`config.mk`:
```
export PLATFORM = sky130hd
export DESIGN_NAME = activation_loader
export DESIGN_NICKNAME = d
export VERILOG_FILES = /design/src/rtl/activation_loader.sv
export SDC_FILE = /design/constraint.sdc
export NUM_CORES = 1
export LEC_CHECK = 0
export ABC_AREA = 1
export CAP_MARGIN = 5
export CORE_AREA = 3 3 112 114
export DETAILED_ROUTE_END_ITERATION = 12
export DIE_AREA = 0 0 115 117
export PLACE_DENSITY = 0.95
export REMOVE_ABC_BUFFERS = 1
export SYNTH_ARGS = -nofsm -noshare
export SYNTH_HDL_FRONTEND = slang
export SYNTH_SLANG_ARGS = --single-unit
```
`constraint.sdc`:
```
create_clock -name clock -period 3 [get_ports clock]
set_input_delay 0.3 -clock clock [delete_from_list [all_inputs] [get_ports clock]]
set_output_delay 0.3 -clock clock [all_outputs]
set_load 0.005 [all_outputs]
```
`src/rtl/activation_loader.sv`:
```
// Write-side loader for the double-buffered activation buffer.
// Fills one tile into the write bank, then swaps once the read bank is free.
module activation_loader #(
    parameter int ADDR_W = 13,
    parameter int DATA_W = 64
) (
    input  logic              clock,
    input  logic              reset_n,
    input  logic              start,
    input  logic [ADDR_W:0]   tile_words,
    input  logic              s_valid,
    input  logic [DATA_W-1:0] s_data,
    output logic              s_ready,
    output logic              buf_write_enable,
    output logic [ADDR_W-1:0] buf_write_addr,
    output logic [DATA_W-1:0] buf_write_data,
    output logic              buf_swap_banks,
    input  logic              consumer_done,
    output logic              tile_ready,
    output logic              busy,
    output logic              cfg_error,
    output logic [15:0]       tiles_loaded
);

    typedef enum logic [2:0] {
        IDLE,
        FILL,
        DRAIN,
        WAIT_CONS,
        SWAP
    } state_t;

    localparam logic [ADDR_W:0] DEPTH = {1'b1, {ADDR_W{1'b0}}};

    state_t          state;
    state_t          state_nx;
    logic [ADDR_W:0] tile_len;
    logic [ADDR_W:0] cnt;
    logic            read_bank_full;
    logic            done_pending;

    logic xfer;
    logic last_xfer;
    logic bank_free;
    logic cfg_ok;
    logic accept;

    assign xfer      = (state == FILL) && s_valid;
    assign last_xfer = xfer && (cnt == tile_len - 1'b1);
    assign bank_free = !read_bank_full || done_pending;
    assign cfg_ok    = (tile_words != '0) && (tile_words <= DEPTH);
    assign accept    = (state == IDLE) && start && cfg_ok;

    assign s_ready        = (state == FILL);
    assign busy           = (state != IDLE);
    assign buf_swap_banks = (state == SWAP);

    // Next-state decode for the tile load sequence.
    always_comb begin
        state_nx = state;
        unique case (state)
            IDLE:      if (accept) state_nx = FILL;
            FILL:      if (last_xfer) state_nx = DRAIN;
            DRAIN:     state_nx = bank_free ? SWAP : WAIT_CONS;
            WAIT_CONS: if (bank_free || consumer_done) state_nx = SWAP;
            SWAP:      state_nx = IDLE;
            default:   state_nx = IDLE;
        endcase
    end

    // FSM state register.
    always_ff @(posedge clock or negedge reset_n) begin
        if (!reset_n) state <= IDLE;
        else          state <= state_nx;
    end

    // Tile length latch, word counter and registered write port.
    always_ff @(posedge clock or negedge reset_n) begin
        if (!reset_n) begin
            tile_len         <= '0;
            cnt              <= '0;
            buf_write_enable <= 1'b0;
            buf_write_addr   <= '0;
            buf_write_data   <= '0;
        end else begin
            buf_write_enable <= xfer;
            if (accept) begin
                tile_len <= tile_words;
                cnt      <= '0;
            end
            if (xfer) begin
                buf_write_addr <= cnt[ADDR_W-1:0];
                buf_write_data <= s_data;
                cnt            <= cnt + 1'b1;
            end
        end
    end

    // Bank ownership tracking, status flags and tile counter.
    always_ff @(posedge clock or negedge reset_n) begin
        if (!reset_n) begin
            read_bank_full <= 1'b0;
            done_pending   <= 1'b0;
            cfg_error      <= 1'b0;
            tile_ready     <= 1'b0;
            tiles_loaded   <= '0;
        end else begin
            tile_ready <= (state == SWAP);
            if (state == SWAP) begin
                read_bank_full <= 1'b1;
                done_pending   <= 1'b0;
                tiles_loaded   <= tiles_loaded + 16'd1;
            end else if (consumer_done && read_bank_full) begin
                done_pending   <= 1'b1;
                read_bank_full <= 1'b0;
            end
            if ((state == IDLE) && start) cfg_error <= !cfg_ok;
        end
    end

endmodule

```
; ---- Word level (Yosys, flattened, before mapping)
; Index checks and enable logic that the tools add are counted.
[totals]
elab_cells = 50
output_inout_bits = 99
ff_bits = 129
in_bits = 83
[op_classes]
muxes = 11
n_lt_le_gt_ge = 1
n_eq_ne = 8
reduce_logical = 16
n_addsub = 3
[ops]
columns = cell, count
row1 = 14-bit 2-to-1 mux, 2
row2 = "16-bit by 1-bit adder with 16-bit output, second input constant", 1
row3 = "14-bit by 1-bit adder with 14-bit output, second input constant", 1
row4 = 14-bit equality test, 1
row5 = "14-bit <= comparator, second input constant", 1
row6 = 14-bit nonzero test, 1
row7 = "14-bit by 1-bit subtractor with 14-bit output, second input constant", 1
row8 = 3-bit 2-to-1 mux, 4
row9 = 3-bit case mux with 4 select lines, 1
row10 = "3-bit by 2-bit equality test with 1-bit output, second input constant", 2
row11 = 1-bit logical AND, 6
row12 = 1-bit 2-to-1 mux, 4
row13 = "2-bit inequality test, second input constant", 2
row14 = 2-bit nonzero test, 2
row15 = "3-bit by 1-bit equality test with 1-bit output, second input constant", 1
row16 = "3-bit equality test, second input constant", 1
row17 = 3-bit logical NOT, 1
row18 = 3-bit AND reduction, 1
row19 = 3-bit nonzero test, 1
row20 = 1-bit logical NOT, 2
row21 = 1-bit logical OR, 2
row22 = "2-bit by 1-bit inequality test with 1-bit output, second input constant", 1

; ---- Longest topological paths before layout
; Gate-level depths: netlist of run 1.
[logic_depth]
depth_word = 5
ltp_mapped = 16
mapped_depth_nobuf = 16

; ---- Worst setup path after synthesis of run 1
; No wires, ideal clock.
[synth_path]
path_kind = register -> register
start = reg tile_len[0]
end = reg state[0]
setup_slack_ns = 1.358
required_time_ns = 2.883
path_stages_with_launch = 17
setup_ns = 0.117
t_arrival_ns = 1.526
period_less_slack_ns = 1.642
n_path_buf = 0
cell_sequence = dfrtp_1 -> inv_1 -> ha_1 -> nand2_1 -> inv_1 -> nor2_1 -> nand2_1 -> nor2_1 -> nand2_1 -> nor2_1 -> nand2_1 -> nor2_1 -> nand3_1 -> nand2_1 -> nand2_1 -> nand2_1 -> nand2_1
[synth_via]
elab_chain_len = 5
[synth_rtl]
columns = element, line
row1 = from (decl), 37  ; logic [ADDR_W:0] tile_len;
row2 = from (signal assigned), 88  ; tile_len <= tile_words;
row3 = 14-bit by 1-bit subtractor with 14-bit output, 49  ; assign last_xfer = xfer && (cnt == tile_len - 1'b1);
row4 = 14-bit equality test, 49
row5 = 1-bit logical AND, 49
row6 = 2-bit by 1-bit inequality test with 1-bit output (no source line), -
row7 = 3-bit AND reduction (no source line), -
row8 = to (signal assigned), 74  ; else state <= state_nx;
row9 = to (decl), 35  ; state_t state;
; No other way between the ends.
; A chain may end at the register's enable or synchronous reset.

; ---- Final worst setup path of run 1
[layout_path]
start = reg state[0]
end = out s_ready
[layout_via]
elab_chain_len = 1
[layout_rtl]
columns = element, line
row1 = 3-bit by 1-bit equality test with 1-bit output, 54  ; assign s_ready = (state == FILL);
row2 = to (decl), 13  ; output logic s_ready,
; No other way between the ends.

==> key figures, run 1 <==
Setup path
  – Crit path kind: register to output pin
  – Worst path max stage delay: 0.50 ns
  – Most used cell, CP: inv_1
  – Crit path capture type: output pin
  – Worst Path Buf+Inv: 3
  – Max Fanout on Critical Path: 4
  – CP Launch Type: register
  – Reg2reg setup slack: just over 1 ns
  – Slowest stage cell, crit path: clkdlybuf4s50_1
  – Cells along the critical path: inv_1 -> nor2_2 -> nand2_1 -> inv_1 -> clkdlybuf4s50_1
  – Worst path arrival time: roughly 1.8 ns
  – CP required: 2.70 ns
  – CP delay by family, top: buffers and inverters

Timing
  – Hold slack: 0.411 ns
  – Max Clk Rate: 0.488 GHz
  – Final number of max-transition violations: 0
  – Worst Clk Skew: approximately 0.0066 ns
  – Tmin final: about 2.0 ns
  – Rel. slew slack: 0.590
  – Setup Viol. Count Final: 0
  – RSZ-0062 raised after global routing: no
  – Least-Margin Pin Slew: around 0.62 ns
  – Final hold vios: 0
  – Final period util: 0.683

Pwr
  – Leakage: slightly above 4 nW
  – PwrDens: around 960 nW/um^2
  – Max IR drop VDD: roughly 0.6 mV
  – Tot Pwr: roughly 8.0 mW

Synthesis
  – Cell Area, Synth: 5770 um^2
  – Yosys warns: 0
  – Synth area leader: dfrtp_1
  – Distinct cells, synth: 42
  – Synth top area share: 0.559
  – Syn Area/Cell: around 8.6 um^2
  – Sequential area share after synthesis: 0.559
  – Cells after Synth: 675
  – Synth area leaders: dfrtp_1, nand2_1, inv_1
  – Count of state elements after synthesis: about 130

Clock tree
  – CTS tree: yes
  – Worst-skew pair later-pin latency: ~0.42 ns
  – Post-CTS Setup Bufs: 0
  – Worst-path clk slew: 0.06 ns
  – Clock Sinks: about 130
  – Clk root buf: clkbuf_16
  – CTS buffer count: 17
  – H-tree depth: 4
  – CTS Buffer Depth: 2

Cells and area
  – Antenna fix cells: 0
  – Area delta synth->final: 44.9%
  – Final #Nets: approximately 950
  – Layout cells sized above 1: 0.0779
  – Final core utilization: 0.726
  – Final design area excluding fillers: 8360 um^2
  – Most frequent cells in the layout: nand2_1, clkdlybuf4s50_1, dfrtp_1
  – Non-filler instance count after layout: around 1,000
  – Most common cell after layout, fill and taps aside: nand2_1

Route
  – DR WL/cell: between 15 and 20 um
  – Total number of vias: between 5,000 and 6,000
  – Vias per inst: 5.10
  – Final wirelength: roughly 16 mm
  – DRC viols: 0
  – 1st-iter DRT viols: 296
  – ANT nets after route: 0
  – Drt pass-1 iters: 4

Job
  – Max Cap Viol: 0

Floorplanning
  – Starting Density: 0.501
  – Rows: 39
  – Core Area: between 10,000 and 15,000 um^2
  – # IOs: roughly 180
  – Die Y: about 120 um
  – Die width: between 100 and 150 um
  – Die area: approximately 13,000 um^2

GRT
  – Initial antenna violation count: 0
  – Congestion Overflow GR: 0
  – Vias in the first global route: around 5,300
  – Pin count of the biggest net entering global routing: 52
  – Gr usage total: 0.240
  – First-pass GRT wire length: roughly 25 mm

Placed design
  – IO Port Bufs: around 180
  – GPL Wtd Cong: approximately 0.9
  – Hpwl dp: about 11 mm
  – Placed Area: a little under 8000 um^2
  – Placed insts: 985

Min path
  – Hold crit path type: primary input to register

Outcome
  – Status: finished clean
==> synth_stat cells, drive strengths merged <==
cell	instances
a21oi	12
and2	1
buf	7
clkbuf	14
clkinv	1
dfrtp	129
ha	3
inv	49
mux2	3
mux2i	1
nand2	295
nand3	29
nand3b	4
nand4	3
nor2	52
nor3	2
nor4	3
o21a	1
o21ai	26
o21bai	1
o22ai	4
o31ai	1
o32ai	2
or2	2
or3	1
xnor2	15
xor2	14
==> final timing paths <==
check                                      start            endpoint  cells after the start
worst min register to register  tiles_loaded[15]    tiles_loaded[15]                      1
min in group asynchronous                reset_n     tiles_loaded[1]                      2
worst max-delay path                    state[0]             s_ready                      5
max in group asynchronous                reset_n  buf_write_data[44]                      3
worst max register to register       tile_len[0]            state[0]                     13
worst min-delay path                  s_data[17]  buf_write_data[17]                      3
==> kinds of logic (layout without fill, tap and decap cells) <==
kind of cell / count (synthesis) / in the layout / share of synthesized area
simple gates: 392 / 392 / 0.287
fa+ha+maj: 3 / 3 / 0.00650
mux: 4 / 4 / 0.00759
xor+xnor: 29 / 29 / 0.0440
compound gates: 47 / 47 / 0.0442
buf+inv: 71 / 269 / 0.0511
flops: 129 / 129 / 0.559
==> cell type report <==
class | count | area, um^2
clock buffer | 22 | 474
fill | 819 | 3150
sequential | 129 | 3230
timing repair buffer | 189 | 1900
tap | 143 | 179
inverter | 50 | 195
multi-input combinational | 475 | 2260
clock inverter | 8 | 129
==> worst register-to-register path, cell delays in order (launching register included) <==
cell and delay [ns]:
dfrtp_1 0.39, inv_1 0.12, ha_1 0.20, nand2_1 0.11, nor2_1 0.16, nand3_1 0.13
nor2_1 0.14, o21ai_0 0.10, nor2_1 0.12, nand3_1 0.11, nand2_1 0.11, nand2_1 0.07
nand2_1 0.07, nand2_1 0.04
==> timing repair <==
action,CTS,global route
hold buffers,1,0
resized for setup,0,0
endpoints found under the hold margin,43,0
==> layer usage <==
| metal | up-vias | part of all wire | global-route usage |
|---|---|---|---|
| li1 | 2468 | - | - |
| met1 | 2473 | 0.38 | 0.256 |
| met2 | 196 | 0.51 | 0.419 |
| met3 | 44 | 0.080 | 0.101 |
| met4 | 0 | 0.032 | 0.105 |
| met5 | - | 0 | 0 |
==> stage by stage <==
step	setup slack [ns]	TNS, ns
after global placement	0.944	0
after global routing	0.658	0
after detailed placement	0.890	0
after floorplan	-1.04	-40.38
final	0.952	0
after CTS	0.933	0
==> power by group <==
group	internal, mW	total (mW)	switching, mW
Combinational	1.54	3.02	1.48
Clock	1.37	2.11	0.740
Sequential	2.38	2.87	0.483
Total	5.29	7.99	2.70
==> state kept, by name, summed over array words and instances (netlist names) <==
| signal | cells |
|---|---|
| buf_write_data | 64 |
| tiles_loaded | 16 |
| cnt | 14 |
| tile_len | 14 |
| buf_write_addr | 13 |
| state | 3 |
| buf_write_enable | 1 |
| cfg_error | 1 |
| done_pending | 1 |
| read_bank_full | 1 |
| tile_ready | 1 |
Note: power is estimated with default switching activity, not from simulation.
==> run 2, diff against run 1 <==
- CORE_AREA: 3 3 112 114 -> 3 3 115 117
- DIE_AREA: 0 0 115 117 -> 0 0 118 120
- PLACE_DENSITY: 0.95 -> 0.92
- clock period: 3 -> 1.9 ns (I/O delays scaled with it)
==> key figures, run 2 (synthesis gave the netlist of run 1 again) <==
Outcome
  – Status: finished clean (unchanged)

Timing
  – Setup Viol. Count Final: 0 (unchanged)
  – Least-Margin Pin Slew: 0.516 ns (was 0.615 ns)
  – Hold slack: 0.299 ns (was 0.411 ns)
  – Tmin final: between 1.5 and 2 ns
  – Rel. slew slack: 0.656 (was 0.590)
  – Max Clk Rate: 0.529 GHz
  – Final hold vios: 0 (unchanged)
  – RSZ-0062 raised after global routing: yes (was no)
  – Worst Clk Skew: 0.0111 ns (was 0.00663 ns)
  – Final number of max-transition violations: 0 (unchanged)
  – Final period util: 0.995

Clock tree
  – CTS tree: yes (unchanged)
  – CTS buffer count: 17 (unchanged)
  – Clock Sinks: 129 (unchanged)
  – Worst-skew pair later-pin latency: 0.42 ns (about the same)
  – CTS Buffer Depth: 2 (unchanged)
  – Clk root buf: clkbuf_16 (unchanged)
  – Worst-path clk slew: 0.06 ns (about the same)
  – H-tree depth: 4 (unchanged)

Floorplanning
  – Die Y: 120 um (was 117 um)
  – Die width: 118 um (was 115 um)
  – # IOs: 182 (unchanged)
  – Rows: 41 (was 39)
  – Die area: 14,200 um^2 (was 13,500 um^2)
  – Core Area: 12,500 um^2 (was 11,500 um^2)
  – Starting Density: 0.463 (was 0.501)

Cells and area
  – Reg area: 3230 um^2 (unchanged)
  – Largest register FFs: 64 (unchanged)
  – Layout cells sized above 1: 0.114 (was 0.0779)
  – Most frequent cells in the layout: nand2_1, clkdlybuf4s50_1, dfrtp_1 (unchanged)
  – Antenna fix cells: 0 (unchanged)
  – Most common cell after layout, fill and taps aside: nand2_1 (unchanged)
  – Fillers: 936 (was 819)
  – Footprint of the multi-input gates: 2320 um^2 (was 2260 um^2)
  – Most flops, register: buf_write_data (unchanged)
  – Area delta synth->final: 48.5% (was 44.9%)
  – Top Registers: buf_write_data: 64 flops, tiles_loaded: 16 flops (unchanged)
  – Final #Nets: 958 (was 948)

Setup path
  – Slowest stage cell, crit path: clkdlybuf4s50_1 (unchanged)
  – Worst path max stage delay: 0.49 ns (was 0.50 ns)
  – Cells along the critical path: nor2_2 -> nand2_4 -> inv_4 -> clkdlybuf4s50_1 (was inv_1 -> nor2_2 -> nand2_1 -> inv_1 -> clkdlybuf4s50_1)
  – CP Launch Type: register (unchanged)
  – Max Fanout on Critical Path: 4 (unchanged)
  – Crit path kind: register to output pin (unchanged)
  – CP required: 1.71 ns (was 2.70 ns)
  – Crit path capture type: output pin (unchanged)
  – Worst path arrival time: 1.70 ns (was 1.75 ns)

Route
  – 1st-iter DRT viols: 231 (was 296)
  – Vias per inst: 4.83 (was 5.10)
  – Drt pass-1 iters: 4 (unchanged)
  – DR WL/cell: 14.2 um (was 15.4 um)
  – Total number of vias: 5,107 (was 5,181)
  – Final wirelength: 15.1 mm (was 15.6 mm)
  – DRC viols: 0 (unchanged)
  – ANT nets after route: 0 (unchanged)

Pwr
  – Max IR drop VDD: 0.982 mV (was 0.599 mV)
  – Leakage: 4.11 nW (was 4.05 nW)
  – Tot Pwr: 12.9 mW (was 7.99 mW)
  – PwrDens: 1500 nW/um^2 (was 955 nW/um^2)

Placed design
  – GPL Wtd Cong: 0.890 (was 0.913)
  – IO Port Bufs: 181 (unchanged)
  – Hpwl dp: 10.5 mm (was 11.2 mm)

GRT
  – Global-route track usage on met3: 0.0735 (was 0.101)
  – Initial antenna violation count: 0 (unchanged)
  – Pin count of the biggest net entering global routing: 71 (was 52)
  – Congestion Overflow GR: 0 (unchanged)
  – GRT busiest layer: met2 (unchanged)
  – First-pass GRT wire length: 25.2 mm (was 25.0 mm)
  – Met1 Track Usage GR: 0.257 (was 0.256)
  – Gr usage total: 0.219 (was 0.240)
  – Vias in the first global route: 5,286 (was 5,347)
  – Met2 Use GR: 0.373 (was 0.419)

Min path
  – Hold crit path type: primary input to register (unchanged)

Job
  – Max Cap Viol: 0 (unchanged)
-- run 2: per-layer routing --
| metal | vias up | share of wire |
|---|---|---|
| li1 | 2496 | - |
| met1 | 2411 | 0.40 |
| met2 | 170 | 0.51 |
| met3 | 30 | 0.071 |
| met4 | 0 | 0.023 |
| met5 | - | 0 |
-- run 2: power breakdown --
| group | leakage (nW) | switching [mW] | internal, mW | total (mW) |
|---|---|---|---|---|
| combinational | 2.15 | 2.36 | 2.55 | 4.91 |
| sequential | 1.65 | 0.727 | 3.76 | 4.49 |
| clock | 0.300 | 1.28 | 2.21 | 3.49 |
| total | 4.11 | 4.36 | 8.52 | 12.9 |
-- run 2: what timing repair did --
| action | in CTS | in global routing |
|---|---|---|
| hold buffers | 1 | 0 |
| buffers inserted | 3 | 1 |
| endpoints found under the setup margin | 3 | 8 |
| hold endpoints to repair | 129 | 0 |
| resized for setup | 5 | 18 |
| pin swaps | 2 | 11 |
-- run 2: path summary, 6_finish.rpt --
path,startpoint,to,slack [ns],cells after the start
max,state[1],buf_swap_banks,0.01,4
min,s_data[37],buf_write_data[37],0.30,3
max reg2reg,state[1],tiles_loaded[14],0.02,10
min reg2reg,buf_write_data[53],buf_write_data[53],0.48,2
max in group asynchronous,reset_n,buf_write_data[2],1.26,3
min in group asynchronous,reset_n,tiles_loaded[1],0.34,3
-- run 2: worst max-delay path: cells and delay by family, from the launching register on --
kind | cells | cell delay [ns]
buffers and inverters | 2 | 0.57
and+or+nand+nor | 2 | 0.29
DFF | 1 | 0.42
-- run 2: area by class of cell --
class | count | share of cell area
clock buffer | 17 | 0.0496
clock inverter | 15 | 0.0244
inverter | 50 | 0.0228
multi-input combinational | 475 | 0.271
sequential | 129 | 0.376
tap | 172 | 0.0251
timing repair buffer | 199 | 0.231
-- run 2: stage by stage --
stage	cells	utilization	area, um^2	setup TNS [ns]	worst slack [ns]
floorplan	654	-	5670	-144.88	-2.14
global placement	1020	0.629	7850	0	0.0290
detailed placement	1020	0.629	7850	-0.416	-0.0467
CTS	1056	0.683	8520	0	0.00222
global route	1057	0.688	8570	-0.721	-0.183
finish	1057	0.688	8570	0	0.0103
==> run 3, diff against run 2 <==
- ABC_AREA: 1 -> not set
- MAX_ROUTING_LAYER: not set -> met4
- PLACE_DENSITY: 0.92 -> 0.91
==> key figures, run 3 <==
Cells and area
  – Most frequent cells in the layout: nand2_1, clkdlybuf4s50_1, dfrtp_1 (unchanged)
  – Final design area excluding fillers: 8700 um^2 (was 8570 um^2)
  – Most flops, register: buf_write_data (unchanged)
  – Final #Nets: 938 (was 958)
  – Most common cell after layout, fill and taps aside: nand2_1 (unchanged)
  – Area delta synth->final: 54.1% (was 48.5%)
  – Largest register FFs: 64 (unchanged)
  – Layout cells sized above 1: 0.135 (was 0.114)
  – Non-filler instance count after layout: 1,036 (was 1,057)
  – Top Registers: buf_write_data: 64 flops, tiles_loaded: 16 flops (unchanged)
  – Antenna fix cells: 0 (unchanged)

Synthesis
  – Main flop type after synthesis: dfrtp_1 (unchanged)
  – Cell Area, Synth: 5650 um^2 (was 5770 um^2)
  – Yosys warns: 0 (unchanged)
  – Synth area leaders: dfrtp_1, nand2_1, xnor2_1 (was dfrtp_1, nand2_1, inv_1)
  – Count leader, synth: nand2_1 (unchanged)
  – Commonest cells post-synth: nand2_1, dfrtp_1, clkbuf_1 (was nand2_1, dfrtp_1, inv_1)
  – Distinct cells, synth: 53 (was 42)
  – Count of state elements after synthesis: 129 (unchanged)
  – Syn Area/Cell: 9.08 um^2 (was 8.55 um^2)
  – Post-synthesis simple-gate area fraction: 0.280 (was 0.287)
  – Cells after Synth: 622 (was 675)
  – Mux contribution to synthesized area: 0.0111 (was 0.00759)
  – Post-Synth Adder-Cell Area: 0.00664 (was 0.00650)
  – XOR/XNOR Fraction of Synth Area: 0.0450 (was 0.0440)
  – Compound-Gate Fraction of Synth Area: 0.0569 (was 0.0442)
  – Main combinational cell family by area after synthesis: simple AND/OR/NAND/NOR gates (unchanged)
  – Post-synth ARST share: 1.00 (unchanged)
  – Synth top area share: 0.571 (was 0.559)
  – Sequential area share after synthesis: 0.571 (was 0.559)
  – Number of flops mapped to enable cells by yosys: 0 (unchanged)
  – Synth area leader: dfrtp_1 (unchanged)

Clock tree
  – Worst-skew pair later-pin latency: 0.42 ns (about the same)
  – Clock Sinks: 129 (unchanged)
  – Worst-path clk slew: 0.06 ns (about the same)
  – CTS Buffer Depth: 2 (unchanged)
  – CTS tree: yes (unchanged)
  – H-tree depth: 4 (unchanged)
  – CTS buffer count: 17 (unchanged)
  – Clk root buf: clkbuf_16 (unchanged)

Timing
  – Tmin final: 2.30 ns (was 1.89 ns)
  – Max Clk Rate: 0.435 GHz (was 0.529 GHz)
  – Least-Margin Pin Slew: 0.446 ns (was 0.516 ns)
  – Hold slack: 0.258 ns (was 0.299 ns)
  – Worst Clk Skew: 0.0137 ns (was 0.0111 ns)
  – Setup Viol. Count Final: 2 (was 0)
  – Setup TNS: -0.672 ns (was 0 ns)
  – Final number of max-transition violations: 0 (unchanged)
  – Final period util: 1.21 (was 0.995)
  – Rel. slew slack: 0.700 (was 0.656)
  – Final hold vios: 0 (unchanged)
  – Setup slack after layout: -0.401 ns (was 0.0103 ns)
  – RSZ-0062 raised after global routing: yes (unchanged)

Setup path
  – CP Launch Type: register (unchanged)
  – Max Fanout on Critical Path: 2 (was 4)
  – Slowest stage cell, crit path: or4b_4 (was clkdlybuf4s50_1)
  – CP required: 2.21 ns (was 1.71 ns)
  – Reg2reg setup slack: -0.40 ns (was 0.02 ns)
  – Worst path arrival time: 2.61 ns (was 1.70 ns)
  – Cells along the critical path: inv_2 -> ha_4 -> or4b_4 -> or2_4 -> a221o_1 -> nor4_2 -> o2111ai_2 -> a21o_1 (was nor2_2 -> nand2_4 -> inv_4 -> clkdlybuf4s50_1)
  – Crit path capture type: register (was output pin)
  – Critical path startpoint: tile_len[0] (was state[1])
  – RR Startpoint: tile_len[0] (was state[1])
  – Crit path kind: register to register (was register to output pin)
  – Worst path max stage delay: 0.46 ns (was 0.49 ns)

GRT
  – Gr usage total: 0.223 (was 0.219)
  – First-pass GRT wire length: 24.6 mm (was 25.2 mm)
  – Pin count of the biggest net entering global routing: 84 (was 71)
  – Vias in the first global route: 5,145 (was 5,286)
  – Initial antenna violation count: 0 (unchanged)
  – Congestion Overflow GR: 0 (unchanged)

Floorplanning
  – Die area: 14,200 um^2 (unchanged)
  – Die Y: 120 um (unchanged)
  – Die width: 118 um (unchanged)
  – Rows: 41 (unchanged)
  – # IOs: 182 (unchanged)
  – Starting Density: 0.453 (was 0.463)
  – Core Area: 12,500 um^2 (unchanged)

Route
  – Final wirelength: 14.9 mm (was 15.1 mm)
  – DRC viols: 0 (unchanged)
  – Vias per inst: 4.99 (was 4.83)
  – Drt pass-1 iters: 4 (unchanged)
  – 1st-iter DRT viols: 439 (was 231)
  – DR WL/cell: 14.4 um (was 14.2 um)
  – Total number of vias: 5,169 (was 5,107)
  – ANT nets after route: 0 (unchanged)

Min path
  – Hold crit path type: primary input to async pin (was primary input to register)

Pwr
  – Leakage: 4.16 nW (was 4.11 nW)
  – PwrDens: 1330 nW/um^2 (was 1500 nW/um^2)
  – Max IR drop VDD: 0.703 mV (was 0.982 mV)

Job
  – Max Cap Viol: 0 (unchanged)

Placed design
  – Placed Area: 7920 um^2 (was 7850 um^2)
  – Placed insts: 993 (was 1,020)
  – IO Port Bufs: 181 (unchanged)
  – Pre-CTS setup slack: -0.577 ns (was -0.0467 ns)
  – Hpwl dp: 10.3 mm (was 10.5 mm)
  – GPL Wtd Cong: 0.904 (was 0.890)

Outcome
  – Failing checks: negative setup slack
  – Status: finished with violations (was finished clean)
run 3: cells by family after synthesis:
group | count (synthesis)
compound gates | 51
simple gates | 370
buf+inv | 34
xor+xnor | 29
fa+ha+maj | 3
mux | 6
flops | 129
run 3: through the flow:
stage | utilization | power (mW)
final | 0.698 | 11.6
after global routing | 0.698 | 12.3
after CTS | 0.692 | 11.6
after detailed placement | 0.635 | 8.06
after global placement | 0.635 | 7.88
after floorplan | - | 5.74
run 3: what timing repair did:
action,4_1_cts,5_1_grt
pin swaps,8,3
hold endpoints to repair,27,0
endpoints found under the setup margin,8,16
hold buffers,1,0
resized for setup,12,14
buffers inserted,8,3
run 3: layer usage:
layer | vias to the layer above | global-route usage | share of wire
met2 | 198 | 0.368 | 0.50
met4 | 0 | 0.0886 | 0.020
met5 | - | - | 0
met3 | 28 | 0.0598 | 0.061
met1 | 2446 | 0.262 | 0.42
li1 | 2497 | - | -
run 3: power by group:
group          total [mW]  switching, mW  internal [mW]
logic                4.15           1.90           2.25
clock network        3.39           1.20           2.19
registers            4.02          0.505           3.52
total                11.6           3.61           7.96
run 3: cell type report:
| type | instances | area (um^2) |
|---|---|---|
| clock buffers | 18 | 429 |
| clock inverters | 13 | 186 |
| inverters | 7 | 28.8 |
| flip-flops and latches | 129 | 3230 |
| multi-input cells | 459 | 2340 |
| fillers | 918 | 3760 |
| well taps | 172 | 215 |
| repair buffers | 238 | 2280 |
run 3: worst paths after layout:
| path | end | cells past startpoint |
|---|---|---|
| max in group asynchronous | cnt[0] | 3 |
| min in group clock | buf_write_data[4] | 3 |
| worst max register to register | state[0] | 8 |
| worst max-delay path | state[0] | 8 |
| worst min-delay path | buf_write_data[50] | 2 |
| worst min register to register | tiles_loaded[15] | 1 |
run 3: critical path: cells and delay by family (launching register included):
| kind | cells | cell delay [ns] |
|---|---|---|
| fa+ha+maj | 1 | 0.13 |
| compound gates | 3 | 0.69 |
| flops | 1 | 0.39 |
| simple gates | 3 | 0.91 |
| buf+inv | 1 | 0.08 |
